[src/rtl/des_pkg.sv]
// DES key-schedule constants and helpers shared by the sequential scheduler
// and the encrypt datapath's PC-2 stage.
package des_pkg;

    typedef enum logic {
        ST_IDLE,
        ST_RUN
    } state_t;

    // Tables use 1-based DES bit numbering; bit 1 is the MSB of each vector.
    localparam int unsigned PC1_C [1:28] = '{
        57, 49, 41, 33, 25, 17,  9,  1, 58, 50, 42, 34, 26, 18,
        10,  2, 59, 51, 43, 35, 27, 19, 11,  3, 60, 52, 44, 36
    };

    localparam int unsigned PC1_D [1:28] = '{
        63, 55, 47, 39, 31, 23, 15,  7, 62, 54, 46, 38, 30, 22,
        14,  6, 61, 53, 45, 37, 29, 21, 13,  5, 28, 20, 12,  4
    };

    localparam int unsigned PC2 [1:48] = '{
        14, 17, 11, 24,  1,  5,  3, 28, 15,  6, 21, 10,
        23, 19, 12,  4, 26,  8, 16,  7, 27, 20, 13,  2,
        41, 52, 31, 37, 47, 55, 30, 40, 51, 45, 33, 48,
        44, 49, 39, 56, 34, 53, 46, 42, 50, 36, 29, 32
    };

    localparam logic [1:0] SHIFT_SCHED [1:16] = '{
        2'd1, 2'd1, 2'd2, 2'd2, 2'd2, 2'd2, 2'd2, 2'd2,
        2'd1, 2'd2, 2'd2, 2'd2, 2'd2, 2'd2, 2'd2, 2'd1
    };

    function automatic logic [27:0] pc1_c(input logic [63:0] key);
        logic [27:0] c;
        c = '0;
        for (int unsigned i = 1; i <= 28; i++) begin
            c[5'(28 - i)] = key[6'(64 - PC1_C[i])];
        end
        return c;
    endfunction

    function automatic logic [27:0] pc1_d(input logic [63:0] key);
        logic [27:0] d;
        d = '0;
        for (int unsigned i = 1; i <= 28; i++) begin
            d[5'(28 - i)] = key[6'(64 - PC1_D[i])];
        end
        return d;
    endfunction

    function automatic logic [47:0] pc2(input logic [27:0] c, input logic [27:0] d);
        logic [55:0] cd;
        logic [47:0] k;
        cd = {c, d};
        k  = '0;
        for (int unsigned i = 1; i <= 48; i++) begin
            k[6'(48 - i)] = cd[6'(56 - PC2[i])];
        end
        return k;
    endfunction

    function automatic logic [27:0] rol28(input logic [27:0] x, input logic [1:0] n);
        logic [27:0] y;
        case (n)
            2'd1:    y = {x[26:0], x[27]};
            2'd2:    y = {x[25:0], x[27:26]};
            default: y = x;
        endcase
        return y;
    endfunction

    function automatic logic [27:0] ror28(input logic [27:0] x, input logic [1:0] n);
        logic [27:0] y;
        case (n)
            2'd1:    y = {x[0], x[27:1]};
            2'd2:    y = {x[1:0], x[27:2]};
            default: y = x;
        endcase
        return y;
    endfunction

    // Out-of-range rounds yield 0 so the rotator passes its input through.
    function automatic logic [1:0] shift_amount(input logic [4:0] rnd);
        logic [1:0] amt;
        amt = 2'd0;
        if (rnd >= 5'd1 && rnd <= 5'd16) begin
            amt = SHIFT_SCHED[rnd];
        end
        return amt;
    endfunction

endpackage

[src/rtl/des_cd_rotator.sv]
// 28-bit circular rotate of one C or D half; dir_i=0 rotates left, 1 rotates right.
module des_cd_rotator
    import des_pkg::*;
(
    input  logic [27:0] x_i,
    input  logic        dir_i,
    input  logic [1:0]  amt_i,
    output logic [27:0] y_o
);

    always_comb begin
        y_o = x_i;
        if (dir_i) begin
            y_o = ror28(x_i, amt_i);
        end else begin
            y_o = rol28(x_i, amt_i);
        end
    end

endmodule

[src/rtl/des_key_scheduler.sv]
// Sequential DES subkey scheduler: one 48-bit subkey per valid/ready beat,
// K1..K16 for encrypt or K16..K1 for decrypt.
module des_key_scheduler
    import des_pkg::*;
(
    input  logic        clk,
    input  logic        rst,
    input  logic [63:0] key,
    input  logic        decrypt,
    input  logic        start,
    output logic        busy,
    output logic        subkey_valid,
    input  logic        subkey_ready,
    output logic [47:0] subkey,
    output logic [4:0]  round,
    output logic        last
);

    state_t      state_q, state_d;
    logic [27:0] c_q, c_d, d_q, d_d;
    logic [27:0] c_rot, d_rot;
    logic [4:0]  round_q, round_d;
    logic        dec_q, dec_d;
    logic [1:0]  rot_amt;
    logic        run;
    logic        handshake;
    logic        is_last;

    assign run       = (state_q == ST_RUN);
    assign handshake = run && subkey_ready;
    assign is_last   = run && (dec_q ? (round_q == 5'd1) : (round_q == 5'd16));

    // Encrypt moves to the next round's shift; decrypt undoes the current round's shift.
    assign rot_amt = dec_q ? shift_amount(round_q) : shift_amount(round_q + 5'd1);

    des_cd_rotator u_rot_c (
        .x_i   (c_q),
        .dir_i (dec_q),
        .amt_i (rot_amt),
        .y_o   (c_rot)
    );

    des_cd_rotator u_rot_d (
        .x_i   (d_q),
        .dir_i (dec_q),
        .amt_i (rot_amt),
        .y_o   (d_rot)
    );

    always_comb begin
        state_d = state_q;
        c_d     = c_q;
        d_d     = d_q;
        round_d = round_q;
        dec_d   = dec_q;
        case (state_q)
            ST_IDLE: begin
                if (start) begin
                    state_d = ST_RUN;
                    dec_d   = decrypt;
                    if (decrypt) begin
                        c_d     = pc1_c(key);
                        d_d     = pc1_d(key);
                        round_d = 5'd16;
                    end else begin
                        c_d     = rol28(pc1_c(key), 2'd1);
                        d_d     = rol28(pc1_d(key), 2'd1);
                        round_d = 5'd1;
                    end
                end
            end
            ST_RUN: begin
                if (handshake) begin
                    if (is_last) begin
                        state_d = ST_IDLE;
                    end else begin
                        c_d     = c_rot;
                        d_d     = d_rot;
                        round_d = dec_q ? (round_q - 5'd1) : (round_q + 5'd1);
                    end
                end
            end
            default: state_d = ST_IDLE;
        endcase
    end

    always_ff @(posedge clk) begin
        if (rst) begin
            state_q <= ST_IDLE;
            c_q     <= '0;
            d_q     <= '0;
            round_q <= '0;
            dec_q   <= 1'b0;
        end else begin
            state_q <= state_d;
            c_q     <= c_d;
            d_q     <= d_d;
            round_q <= round_d;
            dec_q   <= dec_d;
        end
    end

    assign busy         = run;
    assign subkey_valid = run;
    assign subkey       = pc2(c_q, d_q);
    assign round        = round_q;
    assign last         = is_last;

endmodule

[config.mk]
export PLATFORM = sky130hd
export DESIGN_NAME = des_key_scheduler
export DESIGN_NICKNAME = d
export VERILOG_FILES = /design/src/rtl/des_pkg.sv /design/src/rtl/des_cd_rotator.sv /design/src/rtl/des_key_scheduler.sv
export SDC_FILE = /design/constraint.sdc
export NUM_CORES = 1
export LEC_CHECK = 0
export CORE_AREA = 2 2 93 163
export CTS_CLUSTER_DIAMETER = 50
export DETAILED_ROUTE_END_ITERATION = 16
export DIE_AREA = 0 0 95 165
export HOLD_SLACK_MARGIN = 0.08
export PLACE_DENSITY = 0.84
export SKIP_LAST_GASP = 1
export SLEW_MARGIN = 20
export SYNTH_ARGS = -nofsm -noshare
export SYNTH_HDL_FRONTEND = slang
export SYNTH_SLANG_ARGS = --single-unit
export TNS_END_PERCENT = 1
[constraint.sdc]
create_clock -name clk -period 3 [get_ports clk]
set_clock_uncertainty 0.2 [all_clocks]
set_input_delay 0.3 -clock clk [delete_from_list [all_inputs] [get_ports clk]]
set_output_delay 0.3 -clock clk [all_outputs]
set_load 0.1 [all_outputs]
==> key figures, run 1 <==
Route
  • Via Count: 6557
  • Via density: 6.15
  • ANT nets after route: 0
  • Wire length per cell: 16.7 um
  • Detailed Route WL: 17.8 mm
  • Detailed Routing Iterations Pass 1: 5
  • # DRC: 0
  • Starting DRT DRC Count: 420

Worst setup path
  • RR Startpoint: round[1]$_SDFFE_PP0P_
  • CP endpoint kind: register
  • Maximum fanout along the worst path: 55
  • Critical path type: register to register
  • Worst Setup SP: round[1]$_SDFFE_PP0P_
  • WP data arrival: 2960 ps
  • Crit start category: register
  • Worst EP required: 3070 ps

Finish
  • Multi-input gate area: 4320 sq um
  • Commonest non-fill, non-tap cells in the layout: 124 x nand2_1, 114 x nand3_1, 114 x mux2i_1
  • Fillers: 1321
  • Final Core Density: 52.7%
  • Ant diodes: 0
  • Most common cell after layout, fill and taps aside: nand2_1
  • Layout Area Growth over Synthesis: 18.4%
  • Final Cell Area: 7530 sq um
  • Layout cell share with drive strength beyond 1: 14.2%
  • Final #Nets: 958
  • Reg area: 1280 sq um

Placement
  • Worst slack at placement: 60.4 ps
  • Placed inst area: 7150 sq um
  • Buffers on Ports: 116
  • Final Wtd Congestion: 0.860
  • DP Wirelength: 11.9 mm

Global routing
  • Largest net degree at the start of global routing: 85
  • Vias in the first global route: 6037
  • GRT Util Overall: 22.8%
  • GRT overflow: 0
  • First-pass GRT wire length: 29.1 mm
  • Initial antenna violation count: 0

Logic synthesis
  • Post-Synth Simple-Gate Area: 36.4%
  • Compound-Gate Fraction of Synth Area: 10.8%
  • XOR/XNOR Fraction of Synth Area: 0.413%
  • Synth top area cells: dfxtp_1 20%, mux2i_1 18%, nand3_1 9.0%
  • Seq cells post-synth: 63
  • Yosys warnings: 0
  • Most used DFF post-synth: dfxtp_1
  • Synthesized cell area: 6360 sq um
  • Post-Synthesis Cells: 868
  • Largest family of logic cells by synthesized area: simple AND/OR/NAND/NOR gates
  • Post-Synth Adder-Cell Area: 1.38%
  • Syn_area_per_cell: 7.33 sq um
  • Netlist cell types: 45
  • Post-synth EDFFs: 0
  • Sequential fraction of the synthesis area: 19.8%
  • Synth top area share: 19.8%
  • Async set-reset flop share out of synthesis: 0%
  • Mapped Nets: 944
  • Proportion of synthesized area in mux cells: 17.9%
  • Most area-hungry cell type in the Yosys netlist: dfxtp_1

Clocking
  • CTS HTree Levels: 3
  • Clock Pin Slew Worst Setup and Hold Paths: 60 ps
  • Clock sink total: 63
  • Hold bufs inserted after CTS: 0
  • CTS root buffer: clkbuf_16
  • Max clock buf depth: 2
  • CTS tree: built
  • Postcts setup bufs: 0
  • Worst-skew pair later-pin latency: 330 ps
  • Cts bufs inserted: 9

STA
  • Final Cycle Share: 96.4%
  • Slew margin rel.: 46.9%
  • Min Hold Slack: 328 ps
  • RSZ-0062 raised after global routing: true
  • Final WS setup: 107 ps
  • Hold Violations, Final: 0
  • Setup violators final: 0
  • Final Max Slew Viols: 0
  • Setup TNS: 0 ps
  • Tmin final: 2890 ps
  • Fmax: 346 MHz
  • Transition time of the tightest slew-check pin: 796 ps

Floorplan
  • Starting density of the core: 44.5%
  • DIE WIDTH: 95 um
  • Core Region: 14300 sq um
  • Overall die area: 15700 sq um
  • # IOs: 125
  • Die height: 165 um
  • Num rows: 58

Status
  • Run status: finished clean

Min path
  • Worst min path class: input pin to register
  • HP Start: rst

Power
  • Pwr per Cell Area: 470 nW/um^2
  • Pleak: 2.75 nW
  • Peak supply drop: 0.286 mV

Flow run
  • Max cap viols: 0
[final timing paths]
kind                            to  slack, ps  depth (start not counted)
max            d_q[9]$_SDFFE_PP0P_        110                         10
min          round[4]$_SDFFE_PP0P_        330                          2
max reg2reg    d_q[9]$_SDFFE_PP0P_        110                         10
min reg2reg  round[1]$_SDFFE_PP0P_        340                          2
[cell usage after synthesis (2+ instances only)]
cell	number
nor3_1	5
inv_1	7
ha_1	7
nand3_1	114
nor2_1	71
or4_1	56
dfxtp_1	63
a31oi_1	4
clkbuf_1	61
xor2_1	2
nand3b_1	57
a311oi_1	58
buf_1	4
o21ai_0	4
or3_1	2
nor4_1	2
nor2b_1	4
buf_2	19
nand2_1	124
buf_6	8
buf_4	52
mux2i_1	114
a211oi_1	2
a21o_1	2
a21oi_1	6
[through the flow]
step,power (mW),std cells
finish,3.54,1067
global route,3.69,1067
CTS,3.55,1066
detailed placement,2.41,1050
global placement,2.39,1050
floorplan,2.14,868
[worst max-delay path: stages (launching register included)]
cell     delay (ps)
dfxtp_4         410
ha_1            180
inv_1            50
ha_2            380
nor4b_2          80
mux2i_1         140
nand2_1          80
a311o_2         440
buf_12          200
or4_1           540
nand3_1         110
[timing repair]
action | in CTS | in global routing
setup endpoints to repair | 0 | 52
resized for setup | 0 | 7
endpoints found under the hold margin | 0 | 0
[flip-flops by register name, indices dropped and copies added, names as in the netlist]
name,count
round,5
d_q,28
busy,1
c_q,28
dec_q,1
[where the power goes]
group	total [mW]	internal, mW	switching, mW	leakage, nW
clock network	1.13	0.739	0.391	0.158
registers	1.04	0.917	0.121	0.521
logic	1.37	0.412	0.957	2.07
total	3.54	2.07	1.47	2.75
[cells by family after synthesis]
kind of cell,Yosys count
AO/OA/AOI/OAI,85
XOR/XNOR,3
adder cells (fa/ha/maj),7
buffers and inverters,151
flip-flops,63
multiplexers,114
AND/OR/NAND/NOR,445
[cell type report]
type	instances	area share (%)
multi-input cells	654	57.4
repair buffers	147	18.0
flip-flops and latches	63	17.0
clock buffers	14	3.79
well taps	180	2.99
clock inverters	2	0.465
inverters	7	0.349
[layer usage]
layer / up-vias / GRT usage, % / share of wire (%)
li1: 3166 / - / -
met1: 3102 / 26.9 / 39
met2: 253 / 41.2 / 53
met3: 36 / 2.37 / 5.7
met4: 0 / 9.29 / 2.8
met5: - / 0 / 0
No activity file was read; power rests on OpenSTA's default activity.
==> run 2, diff against run 1 <==
--- a/config.mk
+++ b/config.mk
@@ -12,7 +12,6 @@
 export HOLD_SLACK_MARGIN = 0.08
 export PLACE_DENSITY = 0.84
 export SKIP_LAST_GASP = 1
-export SLEW_MARGIN = 20
 export SYNTH_ARGS = -nofsm -noshare
 export SYNTH_HDL_FRONTEND = slang
 export SYNTH_SLANG_ARGS = --single-unit
==> results of run 2 <==
Same layout as run 1: the final DEF is identical, and so are final timing and power.
==> run 3, diff against run 2 <==
--- a/config.mk
+++ b/config.mk
@@ -9,8 +9,8 @@
 export CTS_CLUSTER_DIAMETER = 50
 export DETAILED_ROUTE_END_ITERATION = 16
 export DIE_AREA = 0 0 95 165
+export DONT_BUFFER_PORTS = 1
 export HOLD_SLACK_MARGIN = 0.08
-export PLACE_DENSITY = 0.84
 export SKIP_LAST_GASP = 1
 export SYNTH_ARGS = -nofsm -noshare
 export SYNTH_HDL_FRONTEND = slang
==> run 3 against run 2 <==
Against the previous run: global-route usage is 0.37 points higher; maximum frequency down 1.6%; wire length up 3.0%; first-iteration DRC count grew 7.1%; setup slack worse by 47 ps; final cell count down 5.4%; clock power fell by 16%; critical endpoint is now d_q[10]$_SDFFE_PP0P_; largest power group unchanged; highest routed layer unchanged.
==> key figures, run 3 (synthesis results as in run 1) <==
Clocking
  • Clock Pin Slew Worst Setup and Hold Paths: 60 ps
  • Clock sink total: 63
  • Cts bufs inserted: 9
  • CTS tree: built
  • CTS root buffer: clkbuf_16
  • CTS HTree Levels: 3
  • Worst-skew pair later-pin latency: 330 ps
  • Max clock buf depth: 2

STA
  • Final Max Slew Viols: 0
  • Final WS setup: 60.6 ps
  • Hold Violations, Final: 0
  • Transition time of the tightest slew-check pin: 698 ps
  • Tmin final: 2940 ps
  • RSZ-0062 raised after global routing: true
  • Setup TNS: 0 ps
  • Slew margin rel.: 53.5%
  • Setup violators final: 0
  • Fmax: 340 MHz
  • Final Cycle Share: 98.0%
  • Min Hold Slack: 80.0 ps

Worst setup path
  • Worst reg2reg setup slack: 60 ps
  • Worst EP required: 3080 ps
  • Maximum fanout along the worst path: 55
  • Crit start category: register
  • Critical path type: register to register
  • CP endpoint kind: register
  • WP data arrival: 3020 ps

Status
  • Run status: finished clean

Global routing
  • Vias in the first global route: 5952
  • GRT Util Overall: 23.1%
  • First-pass GRT wire length: 29.2 mm
  • GRT overflow: 0
  • Largest net degree at the start of global routing: 169
  • Initial antenna violation count: 0

Finish
  • Final #Nets: 901
  • Layout Area Growth over Synthesis: 8.70%
  • Final Cell Area: 6910 sq um
  • Multi-input gate area: 4320 sq um
  • Fillers: 1387
  • Final Core Density: 48.3%
  • Commonest non-fill, non-tap cells in the layout: 124 x nand2_1, 114 x nand3_1, 114 x mux2i_1
  • Most common cell after layout, fill and taps aside: nand2_1
  • Non-filler cells, final: 1009
  • Ant diodes: 0
  • Reg area: 1280 sq um
  • Layout cell share with drive strength beyond 1: 14.0%

Placement
  • DP Wirelength: 11.9 mm
  • Post-Place Cells: 981
  • Final Wtd Congestion: 0.881
  • Placed inst area: 6450 sq um
  • Worst slack at placement: -10.4 ps
  • Buffers on Ports: 0

Route
  • Detailed Route WL: 18.4 mm
  • ANT nets after route: 0
  • Via density: 6.33
  • # DRC: 0
  • Starting DRT DRC Count: 450
  • Wire length per cell: 18.2 um
  • Via Count: 6389
  • Detailed Routing Iterations Pass 1: 5

Floorplan
  • # IOs: 125
  • Num rows: 58
  • Die height: 165 um
  • Starting density of the core: 44.5%
  • DIE WIDTH: 95 um
  • Core Region: 14300 sq um
  • Overall die area: 15700 sq um

Power
  • Pwr Total: 3.25 mW
  • Peak supply drop: 0.229 mV
  • Pwr per Cell Area: 471 nW/um^2
  • Pleak: 2.49 nW

Flow run
  • Max cap viols: 0

Min path
  • Worst min path class: input pin to register
## run 3: path summary, 6_finish.rpt
check / startpoint / endpoint / cells past startpoint
setup / recovery: round[0]$_SDFFE_PP0P_ / d_q[10]$_SDFFE_PP0P_ / 11
hold / removal: key[13] / c_q[11]$_SDFFE_PP0P_ / 3
setup reg to reg: round[0]$_SDFFE_PP0P_ / d_q[10]$_SDFFE_PP0P_ / 11
hold reg to reg: c_q[27]$_SDFFE_PP0P_ / c_q[27]$_SDFFE_PP0P_ / 2
## run 3: repair_timing
item                       in CTS  in global routing
resized for setup               1                  7
pin swaps                       0                  3
setup buffers                   0                  2
cloned                          0                  1
setup endpoints to repair      18                 58
hold endpoints to repair       63                  0
hold buffers                   10                  0
## run 3: critical path, stage by stage, from the launching register on
cell      delay [ps]
dfxtp_4          340
buf_4            190
inv_1            100
ha_1             290
nand3b_1         130
a21oi_2           80
nor2_2           130
o21ai_1          160
a311o_2          410
buf_12           190
or4_1            530
nand3_1          100
## run 3: power breakdown
part / internal [mW] / total [mW] / switching [mW]
logic: 0.349 / 1.30 / 0.955
registers: 0.916 / 0.998 / 0.0820
clock network: 0.577 / 0.953 / 0.376
## run 3: final cells by class
cell class	instances	area share, %
inverters	7	0.380
well taps	180	3.26
multi-input cells	654	62.5
clock buffers	14	3.67
clock inverters	1	0.0724
repair buffers	90	11.6
flip-flops and latches	63	18.6
## run 3: metal layers
layer,track usage [%],part of all wire (%)
met5,0,0
met1,27.3,39
met2,40.3,51
met3,4.74,7.2
met4,9.22,2.7
